$ cat src/rtl/demux_1in_2out.sv
// demux_1in_2out
//   Buffered 1-to-2 demultiplexer. Each word on the single valid/ready input
//   is routed by in_sel (0 -> A, 1 -> B) into a small per-output FIFO. A
//   stalled sink only blocks words bound for itself.
//
// Parameters
//   LENGTH  data width in bits
//   DEPTH   entries per output FIFO (power of two, >= 2)
//
// Ports
//   clk, rst                   rising-edge clock, synchronous active-high reset
//   enable                     low blocks new input words; outputs keep draining
//   in_valid/in_ready          input handshake
//   in_sel, in_data            destination select and word
//   out_valid_a/out_ready_a,Q_A  output A handshake and head word (0 when idle)
//   out_valid_b/out_ready_b,Q_B  output B handshake and head word (0 when idle)
//   count_a, count_b           16-bit delivered-word counters (DEMUX_COUNT_EN)
//
// Build option
//   DEMUX_COUNT_EN  adds count_a/count_b, incremented on each read handshake.

// One output FIFO. Pointers carry an extra wrap bit so full and empty are
// distinguishable without a separate occupancy counter.
module demux_lane #(
  parameter int LENGTH = 32,
  parameter int DEPTH  = 2
) (
  input  logic              clk,
  input  logic              rst,
  input  logic              wr_en,
  input  logic [LENGTH-1:0] wr_data,
  input  logic              rd_ready,
  output logic              full,
  output logic              valid,
  output logic [LENGTH-1:0] q
);
  localparam int AW = (DEPTH < 2) ? 1 : $clog2(DEPTH);
  localparam logic [AW:0] PTR_ONE = (AW+1)'(1);

  logic [AW:0]       wr_ptr, rd_ptr;
  logic [LENGTH-1:0] mem [DEPTH];
  logic              wr_fire, rd_fire;

  assign full    = (wr_ptr[AW] != rd_ptr[AW]) && (wr_ptr[AW-1:0] == rd_ptr[AW-1:0]);
  assign valid   = (wr_ptr != rd_ptr);
  // Guard on full locally as well, so an upstream slip cannot overwrite the head.
  assign wr_fire = wr_en & ~full;
  assign rd_fire = valid & rd_ready;
  assign q       = valid ? mem[rd_ptr[AW-1:0]] : '0;

  always_ff @(posedge clk) begin
    if (rst) begin
      wr_ptr <= '0;
      rd_ptr <= '0;
    end else begin
      if (wr_fire) wr_ptr <= wr_ptr + PTR_ONE;
      if (rd_fire) rd_ptr <= rd_ptr + PTR_ONE;
    end
  end

  // Storage needs no reset: reset empties the FIFO through the pointers.
  always_ff @(posedge clk) begin
    if (wr_fire) mem[wr_ptr[AW-1:0]] <= wr_data;
  end
endmodule

module demux_1in_2out #(
  parameter int LENGTH = 32,
  parameter int DEPTH  = 2
) (
  input  logic              clk,
  input  logic              rst,
  input  logic              enable,
  input  logic              in_valid,
  output logic              in_ready,
  input  logic              in_sel,
  input  logic [LENGTH-1:0] in_data,
  output logic              out_valid_a,
  input  logic              out_ready_a,
  output logic [LENGTH-1:0] Q_A,
  output logic              out_valid_b,
  input  logic              out_ready_b,
  output logic [LENGTH-1:0] Q_B
`ifdef DEMUX_COUNT_EN
  ,
  output logic [15:0]       count_a,
  output logic [15:0]       count_b
`endif
);
  localparam int NUM_LANES = 2;

  typedef struct packed {
    logic              sel;
    logic [LENGTH-1:0] data;
  } req_t;

  req_t                               req;
  logic                               in_fire;
  logic [NUM_LANES-1:0]               wr_en, rd_ready, full, valid;
  logic [NUM_LANES-1:0][LENGTH-1:0]   q;

  assign req = '{sel: in_sel, data: in_data};

  // Only registered full flags feed in_ready; out_ready never reaches it, so a
  // read on a full FIFO frees the slot for the next cycle, not this one.
  assign in_ready = ~rst & enable & ~full[req.sel];
  assign in_fire  = in_valid & in_ready;
  assign rd_ready = {out_ready_b, out_ready_a};

  for (genvar i = 0; i < NUM_LANES; i++) begin : g_lane
    assign wr_en[i] = in_fire & (req.sel == 1'(i));

    demux_lane #(
      .LENGTH (LENGTH),
      .DEPTH  (DEPTH)
    ) u_lane (
      .clk      (clk),
      .rst      (rst),
      .wr_en    (wr_en[i]),
      .wr_data  (req.data),
      .rd_ready (rd_ready[i]),
      .full     (full[i]),
      .valid    (valid[i]),
      .q        (q[i])
    );
  end

  assign out_valid_a = valid[0];
  assign out_valid_b = valid[1];
  assign Q_A         = q[0];
  assign Q_B         = q[1];

`ifdef DEMUX_COUNT_EN
  logic [NUM_LANES-1:0] rd_fire;
  assign rd_fire = valid & rd_ready;

  // Free-running delivery counters, wrap naturally at 16 bits.
  always_ff @(posedge clk) begin
    if (rst) begin
      count_a <= '0;
      count_b <= '0;
    end else begin
      if (rd_fire[0]) count_a <= count_a + 16'd1;
      if (rd_fire[1]) count_b <= count_b + 16'd1;
    end
  end
`endif
endmodule

$ cat config.mk
export PLATFORM = sky130hd
export DESIGN_NAME = demux_1in_2out
export DESIGN_NICKNAME = d
export VERILOG_FILES = /design/src/rtl/demux_1in_2out.sv
export SDC_FILE = /design/constraint.sdc
export NUM_CORES = 1
export LEC_CHECK = 0
export CAP_MARGIN = 15
export CELL_PAD_IN_SITES_DETAIL_PLACEMENT = 0
export CELL_PAD_IN_SITES_GLOBAL_PLACEMENT = 2
export CORE_ASPECT_RATIO = 0.5
export CORE_MARGIN = 2
export CORE_UTILIZATION = 36
export DETAILED_ROUTE_END_ITERATION = 8
export PLACE_DENSITY_LB_ADDON = 0.12
export SLEW_MARGIN = 10
export SYNTH_ARGS = -nofsm -noshare
export SYNTH_HDL_FRONTEND = slang
export SYNTH_SLANG_ARGS = --single-unit
export TNS_END_PERCENT = 100
$ cat constraint.sdc
create_clock -name clk -period 3.85 [get_ports clk]
set_input_delay 0.77 -clock clk [delete_from_list [all_inputs] [get_ports clk]]
set_output_delay 0.77 -clock clk [all_outputs]
set_load 0.1 [all_outputs]
[Word-level counts from Yosys, hierarchy flattened]
Memories as Yosys holds them, arrays and structs flattened. A register that Yosys moved wholly into a read port is not among the register bits.
Index checks and enable logic that the tools add are counted.
Word-level totals
  register bits: 8
  RAM bits: 128
  bits of input ports: 39
  memories kept: 2
Memories
  g_lane[0].u_lane.mem: depth 2, bits a word 32, rd ports 1, clocked after memory_dff 1, wr ports 1, line 41  | logic [LENGTH-1:0] mem [DEPTH];
  g_lane[1].u_lane.mem: depth 2, bits a word 32, rd ports 1, clocked after memory_dff 1, wr ports 1, line 41
Operators by class
  add/subtract/negate cells: 4
  magnitude comparators: 1
  equality and inequality tests: 6
  mux-type cells: 12
  bitwise operators: 14
  reduce and logical (&&, ||, !) cells: 2
Operators by type and width (count)
  two-way mux 32 bit: 2
  two-way mux 1 bit: 10
  AND 1 bit: 9
  adder 2 x 1 -> 2 bit (second input constant): 4
  NOT 1 bit: 5
  != test 2 bit: 2
  == test 1 bit: 2
  logical AND 1 bit: 2
  < comparator 1 x 2 -> 1 bit (second input constant): 1
  != test 1 bit: 2

[Depth between registers and ports, before layout]
  depth after elaboration: 11
  mapped depth: 4

[Cells and area by module]
From an unflattened synthesis, not the netlist that was laid out.
Second synthesis, totals
  cell total of the unflattened synthesis: 345
  area, all modules: 6025.8 µm²
By module, submodules not included
  demux_lane: instances 2, cells an instance 170, area an instance 2989.1 µm²
  demux_1in_2out: instances 1, cells an instance 5, area an instance 47.5 µm²

[Worst setup path after synthesis]
Ideal clock, no wire load.
  path kind: input-to-output
  start point: in rst
  end point: out in_ready
  arrival time: 2.793 ns
  required time: 3.080 ns
  slack: 0.287 ns
  stages on the path: 2
  buffers on the path: 1
  cell sequence: clkbuf_1 a2111oi_2
On the way
  word-level cells in the longest chain between the ends: 3
Ends and longest elaborated chain
  from (decl): line 72  | input logic rst,
  NOT 1 bit: line 106  | assign in_ready = ~rst & enable & ~full[req.sel];
  AND 1 bit (2 in series): line 106
  to (decl): line 75  | output logic in_ready,
No other way between the ends.

[Final worst setup path]
  start point: reg g_lane[0].u_lane.wr_ptr[0]
  end point: out Q_A[6]
On the way
  word-level cells in the longest chain between the ends: 2
Ends and longest elaborated chain
  from (decl): line 40  | logic [AW:0] wr_ptr, rd_ptr;
  from (signal assigned): line 56  | if (wr_fire) wr_ptr <= wr_ptr + PTR_ONE;
  != test 2 bit: line 45  | assign valid = (wr_ptr != rd_ptr);
  two-way mux 32 bit: line 49  | assign q = valid ? mem[rd_ptr[AW-1:0]] : '0;
  to (decl): line 80  | output logic [LENGTH-1:0] Q_A,
No other way between the ends.

==> impl_metrics.ini <==
[outcome]
outcome = complete, no violations

[clock_tree]
cts_buffers = 17
insertion_delay_ps = 400
path_clk_slew_ps = 60
htree_levels = 4
clock_sinks = 138
cts_hold_buffers = 0
cts-root-buf = clkbuf_16
cts_resized = 0
tritoncts = yes
cts_setup_buffers = 0
clock_path_buffers = 2

[layout]
fin_nets = 488
utilization_pct = 49.1
final_layout_size_suffix_gt1_share_pct = 24.5
n_fill_cell = 1286
area_delta_synth_final_pct = 33.2
diodes = 0

[route]
drc = 0
via_count = 3057
firstDrtPassIters = 4
drtIter0Drc = 126
vias_per_cell = 4.64
ant_nets = 0
routedWlPerCell_um = 16.6
routed_wl_um = 10900

[power_and_ir_drop]
p_sw_share_pct = 35.7
p_sw_mw = 1.72
ir_worst_vdd_uv = 268
power_density_mw_per_mm2 = 677
p_seq_share_pct = 35.9
p_leak_nw = 2.56
clkPwrFrac_pct = 35.7
comb_power_share_pct = 28.4
cellInternalPower_mw = 3.10

[critical_path]
start_kind = flip-flop
path_cells = xor2_1 -> nor2_4 -> nor2_1 -> buf_4
end_kind = output pin
cpPeakStageDelay_ps = 770
path_max_fanout = 33
crit_required_ps = 3080
crit_slowest_cell = nor2_4
crit_arrival_ps = 2380
worstSetupPathType = reg -> out

[synthesis]
syn_area_mm2 = 0.00535
synth.avg_cell_area_um2 = 16.1
yosysWarnings = 0
synth-edff-count = 128
ys_seq_elements = 138
synth_top_cell_area_share_pct = 71.9
syn-num-nets = 372
synthArstFlopShare_pct = 0
ys_top_cells_by_area = edfxtp_1 (72%), mux2i_1 (13%), nor2_1 (5.1%)
synth_ff_type = edfxtp_1
ys_types = 23
synthCells = 333
yosysMostFrequentCell = edfxtp_1
yosys.area.top_type = edfxtp_1
synth_seq_area_share_pct = 75.6
synth_common_cells = edfxtp_1 (128), nor2_1 (73), mux2i_1 (70)

[grt]
grt_antenna_before_repair = 0
grt_pass1_wl_um = 16900
groute.usage.overall_pct = 14.3
grt.overflow.total = 0
grt_pass1_vias = 3221
grt_max_degree = 34

[floorplanning]
die_height_um = 90.2
rows = 31
initial_core_util_pct = 36.9
die_area_mm2 = 0.0159
die_w_um = 176
io_pins = 106
core-area_mm2 = 0.0145

[placement]
portBuffers = 105
hpwl_um = 7080
place_congestion = 0.740

[run]
max_cap_violations = 0

[sta]
skew_ps = 7.68
worst_pin_slew_ps = 1110
slew_headroom_pct = 26.3
fin_crit_sh_pct = 81.9
period_minus_slack_ps = 3150
max_freq_mhz = 317
totalNegativeSetupSlack_ps = 0
finalHoldViolCount = 0
slew_viol_final = 0
rsz0062_at_grt = no
finalSetupViolCount = 0

[hold_path]
hold_path.class = reg -> reg
==> layer usage <==
layer  GRT usage (%)  share of wire (%)  wire [um]  vias to the layer above
li1                -                  -          -                     1463
met1            17.9                 46       5080                     1514
met2            23.6                 48       5240                       63
met3            4.31                4.5        492                       17
met4            4.75                1.1        121                        0
met5               0                  0          0                        -
==> worst paths after layout <==
path | from | end | slack [ps] | cells after the start
setup / recovery | g_lane[0].u_lane.wr_ptr[0]$_SDFFE_PP0P_ | Q_A[6] | 700 | 4
hold / removal | g_lane[1].u_lane.wr_ptr[1]$_SDFFE_PP0P_ | g_lane[1].u_lane.wr_ptr[1]$_SDFFE_PP0P_ | 540 | 1
setup reg to reg | g_lane[1].u_lane.wr_ptr[0]$_SDFFE_PP0P_ | g_lane[1].u_lane.mem[0][21]$_DFFE_PP_ | 1670 | 4
hold reg to reg | g_lane[1].u_lane.wr_ptr[1]$_SDFFE_PP0P_ | g_lane[1].u_lane.wr_ptr[1]$_SDFFE_PP0P_ | 540 | 1
==> state kept, by name (all words and copies together), names as in the netlist, named ones only <==
| signal | flops |
|---|---|
| g_lane.u_lane.mem | 128 |
| g_lane.u_lane.rd_ptr | 4 |
| g_lane.u_lane.wr_ptr | 4 |
==> cell usage in the layout, fill, tap and decap left out, drive strengths merged, types with 5 or more instances in the layout <==
| cell | n |
|---|---|
| clkbuf | 18 |
| clkinv | 7 |
| bufinv | 5 |
| inv | 5 |
| clkdlybuf4s50 | 38 |
| buf | 74 |
| nor2 | 73 |
| mux2i | 70 |
| edfxtp | 128 |
| dfxtp | 10 |
==> worst max-delay path: cells and delay by family, from the launching register on <==
family / cells / cell delay, ps
xor+xnor: 1 / 230
buf+inv: 1 / 290
flops: 1 / 500
simple gates: 2 / 940
==> logic make-up (layout without fill, tap and decap cells) <==
| kind of cell | after synthesis | after routing | share of synthesized area, % |
|---|---|---|---|
| simple gates | 86 | 86 | 6.71 |
| xor+xnor | 6 | 6 | 0.982 |
| buf+inv | 20 | 148 | 1.64 |
| flops | 138 | 138 | 75.6 |
| mux | 74 | 74 | 13.9 |
| compound gates | 9 | 9 | 1.12 |
==> power groups by stage <==
stage               Sequential (mW)  Clock (mW)  Combinational [mW]
finish                         1.73        1.72                1.37
detailed placement             1.76           0                1.38
floorplan                      1.71           0                1.11
CTS                            1.73        1.76                1.38
global route                   1.74        1.84                1.42
global placement               1.76           0                1.37
==> layout make-up <==
class / instances / area, um^2 / share of cell area (%)
clock buffers: 18 / 429 / 6.02
multi-input cells: 175 / 1250 / 17.5
inverters: 5 / 18.8 / 0.263
repair buffers: 112 / 936 / 13.1
clock inverters: 13 / 201 / 2.83
well taps: 198 / 248 / 3.48
flip-flops and latches: 138 / 4050 / 56.8
==> metrics by stage <==
stage	worst slack (ps)	hold WS [ps]	instances	total power, mW	instance area, um^2
after global placement	811	512	628	3.14	6500
final	695	536	659	4.82	7130
after CTS	623	536	659	4.87	7130
after floorplan	287	483	333	2.82	5350
after detailed placement	730	510	628	3.15	6500
after global routing	503	557	659	4.99	7130
No activity file was read; power rests on OpenSTA's default activity.
